==> src/rtl/bb_boot_copier.sv <==
// Boot copier: moves WORDS words from SRC_BASE to DST_BASE over the Blackbone bus, holding the CPU in reset until done.
// Optional running checksum and mismatch flag enabled by defining BB_BOOT_COPIER_CHECKSUM_EN.
module bb_boot_copier #(
    parameter int              AW       = 32,
    parameter int              DW       = 32,
    parameter logic [AW-1:0]   SRC_BASE = 32'h0000_0000,
    parameter logic [AW-1:0]   DST_BASE = 32'h0000_1000,
    parameter int              WORDS    = 64,
    parameter logic [DW-1:0]   EXP_SUM  = 32'h0
) (
    input  logic          clk,
    input  logic          rst,
    input  logic          start_i,
    output logic [AW-1:0] bb_addr_o,
    output logic [DW-1:0] bb_dout_o,
    output logic          bb_en_o,
    output logic          bb_we_o,
    input  logic [DW-1:0] bb_din_i,
    output logic          busy_o,
    output logic          done_o,
    output logic          cpu_rst_o,
    output logic [DW-1:0] checksum_o,
    output logic          err_o
);
    // Index must reach WORDS itself after the final increment.
    localparam int            IW   = (WORDS < 1) ? 1 : $clog2(WORDS + 1);
    localparam logic [AW-1:0] STEP = AW'(DW / 8);

    typedef enum logic [2:0] {S_IDLE, S_RD, S_CAP, S_WR, S_DONE} state_t;

    state_t        state_q, state_d;
    logic [IW-1:0] idx_q;
    logic [DW-1:0] data_q;
    logic          launch;
    logic          last_word;

    assign launch    = start_i && (state_q == S_IDLE || state_q == S_DONE);
    assign last_word = (32'(idx_q) + 32'd1) >= 32'(WORDS);

    always_ff @(posedge clk or posedge rst) begin
        if (rst) state_q <= S_IDLE;
        else     state_q <= state_d;
    end

    always_ff @(posedge clk or posedge rst) begin
        if (rst) begin
            idx_q  <= '0;
            data_q <= '0;
        end else begin
            if (launch)                idx_q <= '0;
            else if (state_q == S_WR)  idx_q <= idx_q + 1'b1;
            if (state_q == S_CAP)      data_q <= bb_din_i;
        end
    end

    always_comb begin
        state_d   = state_q;
        bb_en_o   = 1'b0;
        bb_we_o   = 1'b0;
        bb_addr_o = '0;
        bb_dout_o = '0;
        busy_o    = 1'b0;
        done_o    = 1'b0;
        case (state_q)
            S_IDLE, S_DONE: begin
                done_o = (state_q == S_DONE);
                // An empty copy completes without touching the bus, also on restart.
                if (start_i) state_d = (WORDS == 0) ? S_DONE : S_RD;
            end
            S_RD: begin
                busy_o    = 1'b1;
                bb_en_o   = 1'b1;
                bb_addr_o = SRC_BASE + STEP * AW'(idx_q);
                state_d   = S_CAP;
            end
            S_CAP: begin
                busy_o  = 1'b1;
                state_d = S_WR;
            end
            S_WR: begin
                busy_o    = 1'b1;
                bb_en_o   = 1'b1;
                bb_we_o   = 1'b1;
                bb_addr_o = DST_BASE + STEP * AW'(idx_q);
                bb_dout_o = data_q;
                state_d   = last_word ? S_DONE : S_RD;
            end
            default: state_d = S_IDLE;
        endcase
    end

    assign cpu_rst_o = !done_o || err_o;

`ifdef BB_BOOT_COPIER_CHECKSUM_EN
    logic [DW-1:0] sum_q;

    always_ff @(posedge clk or posedge rst) begin
        if (rst)                    sum_q <= '0;
        else if (launch)            sum_q <= '0;
        else if (state_q == S_CAP)  sum_q <= sum_q + bb_din_i;
    end

    assign checksum_o = sum_q;
    assign err_o      = (state_q == S_DONE) && (sum_q != EXP_SUM);
`else
    // Constant zero; EXP_SUM is folded in only so the parameter stays referenced.
    assign checksum_o = '0;
    assign err_o      = 1'b0 & (^EXP_SUM);
`endif

endmodule

==> config.mk <==
export PLATFORM = sky130hd
export DESIGN_NAME = bb_boot_copier
export DESIGN_NICKNAME = d
export VERILOG_FILES = /design/src/rtl/bb_boot_copier.sv
export SDC_FILE = /design/constraint.sdc
export NUM_CORES = 1
export LEC_CHECK = 0
export CAP_MARGIN = 20
export CELL_PAD_IN_SITES_DETAIL_PLACEMENT = 1
export CELL_PAD_IN_SITES_GLOBAL_PLACEMENT = 1
export CORE_MARGIN = 3
export CORE_UTILIZATION = 25
export DETAILED_ROUTE_END_ITERATION = 7
export GPL_TIMING_DRIVEN = 0
export PLACE_DENSITY_LB_ADDON = 0.08
export SYNTH_ARGS = -nofsm -noshare
export SYNTH_HDL_FRONTEND = slang
export SYNTH_SLANG_ARGS = --single-unit
export TNS_END_PERCENT = 100
==> constraint.sdc <==
create_clock -name clk -period 1.3 [get_ports clk]
set_clock_uncertainty 0.1 [all_clocks]
set_input_delay 0.195 -clock clk [delete_from_list [all_inputs] [get_ports clk]]
set_output_delay 0.195 -clock clk [all_outputs]
set_load 0.03 [all_outputs]
==> results of run 1 <==
## cell families after synthesis
family,count (synthesis),synth area share
XOR/XNOR,4,0.0145
adder cells (fa/ha/maj),1,0.00518
AND/OR/NAND/NOR,68,0.164
other,1,0.00155
multiplexers,32,0.149
AO/OA/AOI/OAI,9,0.0218
flip-flops,42,0.435
buffers and inverters,69,0.208
## Yosys cell counts, drive strengths merged
cell      n  area [µm²]
mux2     32         360
o22ai     1        6.26
buf      62         474
and2     40         250
a2bb2oi   1        8.76
o21a      1        7.51
a21oi     3        15.0
clkbuf    3        13.8
nand2b    1        6.26
conb      1        3.75
nand3b    1        20.0
nand3     3        15.0
o21ai     3        15.0
dfrtp    42        1050
xor2      1        8.76
inv       4        15.0
or3       2        12.5
nor3      4        20.0
xnor2     3        26.3
nand2     9        33.8
nor2      8        37.5
ha        1        12.5
## layout make-up
| type | instances | area [µm²] | area share |
|---|---|---|---|
| buffer | 64 | 564 | 0.128 |
| timing repair inverter | 1 | 11.3 | 0.00255 |
| sequential | 42 | 1060 | 0.239 |
| clock inverter | 1 | 5.00 | 0.00113 |
| inverter | 4 | 27.5 | 0.00623 |
| timing repair buffer | 105 | 1200 | 0.271 |
| clock buffer | 7 | 86.3 | 0.0195 |
| tap | 129 | 161 | 0.0365 |
| multi-input combinational | 171 | 1310 | 0.296 |
## metrics by stage
| step | utilization | instances | setup slack (ns) | TNS (ns) | power [mW] |
|---|---|---|---|---|---|
| floorplan | - | 282 | -0.167 | -8.13 | 6.00 |
| global placement | 0.401 | 490 | -1.22 | -89.05 | 7.49 |
| detailed placement | 0.403 | 491 | -0.857 | -43.94 | 7.56 |
| CTS | 0.452 | 518 | -0.455 | -30.45 | 9.77 |
| global route | 0.474 | 524 | -0.509 | -35.87 | 10.9 |
| finish | 0.474 | 524 | -0.443 | -30.38 | 10.2 |
## power by group
part | internal (mW) | switching (mW)
combinational | 3.89 | 3.06
clock | 0.430 | 0.472
sequential | 1.94 | 0.408
total | 6.26 | 3.94
## flip-flops by register name (all words and copies together) (netlist names)
register,flops
data_q,32
idx_q,7
state_q,3
## cell usage in the layout, fill, tap and decap left out, types with 2 or more instances in the layout
master	synthesis	final
xnor2_1	3	2
mux2_1	2	2
clkdlybuf4s50_1	0	34
and2_4	0	37
and2_2	0	2
buf_12	0	8
nor3_4	0	4
dfrtp_1	42	38
clkbuf_8	0	6
nor2_1	7	5
nand2_1	9	6
buf_8	0	2
a21oi_2	0	2
buf_4	58	69
inv_2	1	3
mux2_2	30	29
nor2_4	1	2
nand2_2	0	3
nand3_2	0	2
buf_16	0	3
conb_1	1	57
dfrtp_2	0	4
buf_6	3	48
clkbuf_16	0	3
o21ai_0	3	2
## critical path, stage by stage (launching register included)
cell and delay, ns:
dfrtp_2 0.43, buf_4 0.15, nand2b_4 0.15, nor2_4 0.10, buf_12 0.16, buf_12 0.11
buf_16 0.10, mux2_2 0.32
## worst max-delay path by stage
stage | from | end | slack [ns] | cells past startpoint
finish | state_q[2]$_DFFE_PP0P_ | data_q[5]$_DFFE_PP0N_ | -0.44 | 7
global route | state_q[2]$_DFFE_PP0P_ | bb_dout_o[5] | -0.51 | 5
CTS | state_q[2]$_DFFE_PP0P_ | bb_dout_o[8] | -0.45 | 5
detailed placement | state_q[2]$_DFFE_PP0P_ | bb_dout_o[15] | -0.86 | 5
global placement | rst | state_q[0]$_DFFE_PP0P_ | -1.22 | 2
floorplan | state_q[2]$_DFFE_PP0P_ | data_q[21]$_DFFE_PP0N_ | -0.17 | 4
## what timing repair did
action	in CTS	in global routing
cloned	4	1
pin swaps	8	18
buffers inserted	16	5
endpoints found under the hold margin	0	0
resized for setup	329	29
endpoints found under the setup margin	86	86
## metal layers
layer  global-route usage  wire length (µm)
met1                0.152              2880
met2                0.208              3370
met4               0.0342                44
met3               0.0298               381
met5                    0                 0
==> impl_metrics.ini, run 1 <==
[routing]
wl_per_cell_um = 12.7
postRouteWirelength_um = 6680
dr.pass1.iters = 4
vias = 1939
viasPerCell = 3.70
route.detailed.drc = 0
drtIter0Drc = 41
postRouteAntennaNets = 0

[global_routing]
grt_pass1_wl_um = 10600
grtUsageTotal = 0.121
overflow = 0
grt_pass1_vias = 2038
grt_max_degree = 37
grt_antenna_before_repair = 0

[critical_path]
r2r_slack_ns = -0.44
critPathLaunchType = flop
reg2reg_depth = 7
path_max_fanout = 7
end_kind = flop
reg2reg_from = state_q[2]$_DFFE_PP0P_
cp.arrival_ns = 1.82
critPathKind = reg2reg
required_ns = 1.38
regToRegEndpoint = data_q[5]$_DFFE_PP0N_

[floorplan]
initial_utilization = 0.259
placementRows = 35
io_pins = 137
core-area_um2 = 9330
die_h_um = 104
die_w_um = 104
fp.dieArea_um2 = 10900

[synthesis]
yosysSeqAreaShare = 0.435
ys_ff_latch = 42
ys.warnings.count = 0
synth_cells = 226
synth_area_um2 = 2410
synth_cell_type_count = 28
syn_avg_cell_area_um2 = 10.7

[power_and_ir_drop]
power.density_nw_per_um2 = 2310
p_leak_nw = 2.16
max-vdd-ir-drop_v = 0.000762

[timing]
report.final.slew_viol_count = 0
setup_ws_ns = -0.443
grt_setup_unrepaired = true
setup_viol = 85
hold_viol = 0
holdWs_ns = 0.0172
finalCriticalPeriod_ns = 1.74
period_share = 1.34
fmax_mhz = 574

[finish]
num-fill-cells = 1030
layout-drive-gt1-share = 0.613
diodes = 0
final_cell_area_um2 = 4420
fin_nets = 430
area_delta_synth_final_pct = 83.0

[placed_design]
dpl.hpwl_um = 4560
io_buffer_count = 79
dpl_cell_area_um2 = 3760
place_congestion = 0.656

[cts]
cts_buffers = 5
clk_path_buf_depth = 2
clk_pin_slew_ns = 0.09
cts.sinks = 42
hold_buffers = 0
cts_tree = done
clock_latency_ns = 0.29
clockRootBuffer = clkbuf_8
htree_levels = 2

[outcome]
violations = negative setup slack
status = finished with violations

[worst_hold_path]
hold_class = in2async

[run]
cap_violations = 0
No activity file was read; power rests on OpenSTA's default activity.
==> inputs of run 2 (changes only) <==
Settings changed: CTS_BUF_LIST set to sky130_fd_sc_hd__clkbuf_8 sky130_fd_sc_hd__clkbuf_16, MAX_ROUTING_LAYER set to met4.
==> run 2 against run 1 <==
The run still ends with negative setup slack left. Critical endpoint is now data_q[31]$_DFFE_PP0N_. Total power about the same. Global-route usage increased by 0.34 points. Highest routed layer unchanged. Flip-flop and latch count unchanged.
==> impl_metrics.ini, run 2 (same netlist as run 1, synthesis figures left out) <==
[run]
cap_violations = 0

[routing]
drtIter0Drc = 66
viasPerCell = 3.71
wl_per_cell_um = 12.8
postRouteWirelength_um = 6690
route.detailed.drc = 0
dr.pass1.iters = 4
vias = 1946
postRouteAntennaNets = 0

[critical_path]
crit_path_max_incr_delay_ns = 0.43
reg2reg_depth = 7
crit_buf_inv = 4
required_ns = 1.38
end_kind = flop
critPathKind = reg2reg
crit_top_cell = buf_12
cp_slowest_cell = dfrtp_2
cp_top_family = buffers and inverters
cp.arrival_ns = 1.82
path_cells = buf_4 > nand2b_4 > nor2_4 > buf_12 > buf_12 > buf_16 > mux2_2
critPathLaunchType = flop
path_max_fanout = 7
cp_num_cells = 7

[timing]
finalCriticalPeriod_ns = 1.74
fmax_mhz = 574
grt_setup_unrepaired = true
period_share = 1.34
holdWs_ns = 0.0175
setup_ws_ns = -0.442
setup_tns_ns = -30.39
report.final.slew_viol_count = 0
hold_viol = 0
setup_viol = 85

[finish]
layout-drive-gt1-share = 0.613
largestRegisters = data_q (32), idx_q (7), state_q (3)
area_delta_synth_final_pct = 83.0
largest_reg_flops = 32
final_cell_area_um2 = 4420
final_cells = 524
fin_nets = 430
final_util = 0.474
mostFrequentLayoutCells = 69 x buf_4, 57 x conb_1, 48 x buf_6, 38 x dfrtp_1, 37 x and2_4
layout_commonest_cell = buf_4
diodes = 0
largest-register = data_q

[placed_design]
dpl.hpwl_um = 4560
io_buffer_count = 79
place_congestion = 0.662
dp.cells = 491
dpl_cell_area_um2 = 3760

[cts]
htree_levels = 2
clock_latency_ns = 0.29
clk_path_buf_depth = 2
cts_tree = done
cts.sinks = 42
clk_pin_slew_ns = 0.09
cts_buffers = 5
clockRootBuffer = clkbuf_8

[power_and_ir_drop]
seqPwrFrac = 0.231
p_clk_frac = 0.088
comb_power_share = 0.682
switchingPower_mw = 3.94
sw_frac_of_total = 0.387
p_leak_nw = 2.16
p_int_mw = 6.25
max-vdd-ir-drop_v = 0.000762
power.density_nw_per_um2 = 2310

[global_routing]
overflow = 0
grt_antenna_before_repair = 0
grt_max_degree = 37
grt_pass1_vias = 2037
grtUsageTotal = 0.125
grt_pass1_wl_um = 10600

[floorplan]
placementRows = 35
fp.dieArea_um2 = 10900
io_pins = 137
die_h_um = 104
initial_utilization = 0.259
core-area_um2 = 9330
die_w_um = 104

[outcome]
status = finished with violations
violations = negative setup slack

[worst_hold_path]
hold_class = in2async
## run 2: cell count changes in the layout (fill, tap and decap cells not counted), sizes merged
cell and delta:
clkbuf -1, inv +1
## run 2: final timing paths
kind                                        startpoint                     end  slack, ns
min in group clk                data_q[26]$_DFFE_PP0N_  data_q[26]$_DFFE_PP0N_       0.39
worst min register to register  data_q[26]$_DFFE_PP0N_  data_q[26]$_DFFE_PP0N_       0.39
worst min-delay path                               rst  data_q[12]$_DFFE_PP0N_       0.02
worst max-delay path            state_q[2]$_DFFE_PP0P_  data_q[31]$_DFFE_PP0N_      -0.44
max in group asynchronous                          rst  data_q[26]$_DFFE_PP0N_       0.63
worst max register to register  state_q[2]$_DFFE_PP0P_  data_q[31]$_DFFE_PP0N_      -0.44
## run 2: cell type report
type	count	area [µm²]
sequential	42	1060
clock inverter	2	8.76
inverter	4	27.5
buffer	64	564
fill	1030	4910
timing repair inverter	1	11.3
tap	129	161
clock buffer	6	82.6
multi-input combinational	171	1310
timing repair buffer	105	1200
## run 2: metrics by stage
step / power [mW] / setup slack [ns]
floorplan: 6.00 / -0.167
global placement: 7.49 / -1.22
detailed placement: 7.56 / -0.857
CTS: 9.77 / -0.455
global route: 10.8 / -0.509
finish: 10.2 / -0.442
## run 2: what timing repair did
action / CTS / global route
buffers inserted: 16 / 5
hold buffers: 0 / 0
setup endpoints to repair: 86 / 86
pin swaps: 8 / 18
resized for setup: 329 / 29
gates cloned: 4 / 1
## run 2: per-layer routing
metal / global-route usage / share of wire
met1: 0.153 / 0.43
met2: 0.208 / 0.51
met3: 0.0267 / 0.053
met4: 0.0342 / 0.0063
met5: - / 0
## run 2: power by group through the flow
stage / Clock [mW] / Sequential, mW / Combinational (mW)
2_1_floorplan: 0 / 2.28 / 3.72
5_1_grt: 0.992 / 2.46 / 7.39
6_report: 0.895 / 2.35 / 6.95
3_3_place_gp: 0 / 2.35 / 5.13
3_5_place_dp: 0 / 2.38 / 5.18
4_1_cts: 0.937 / 2.33 / 6.50
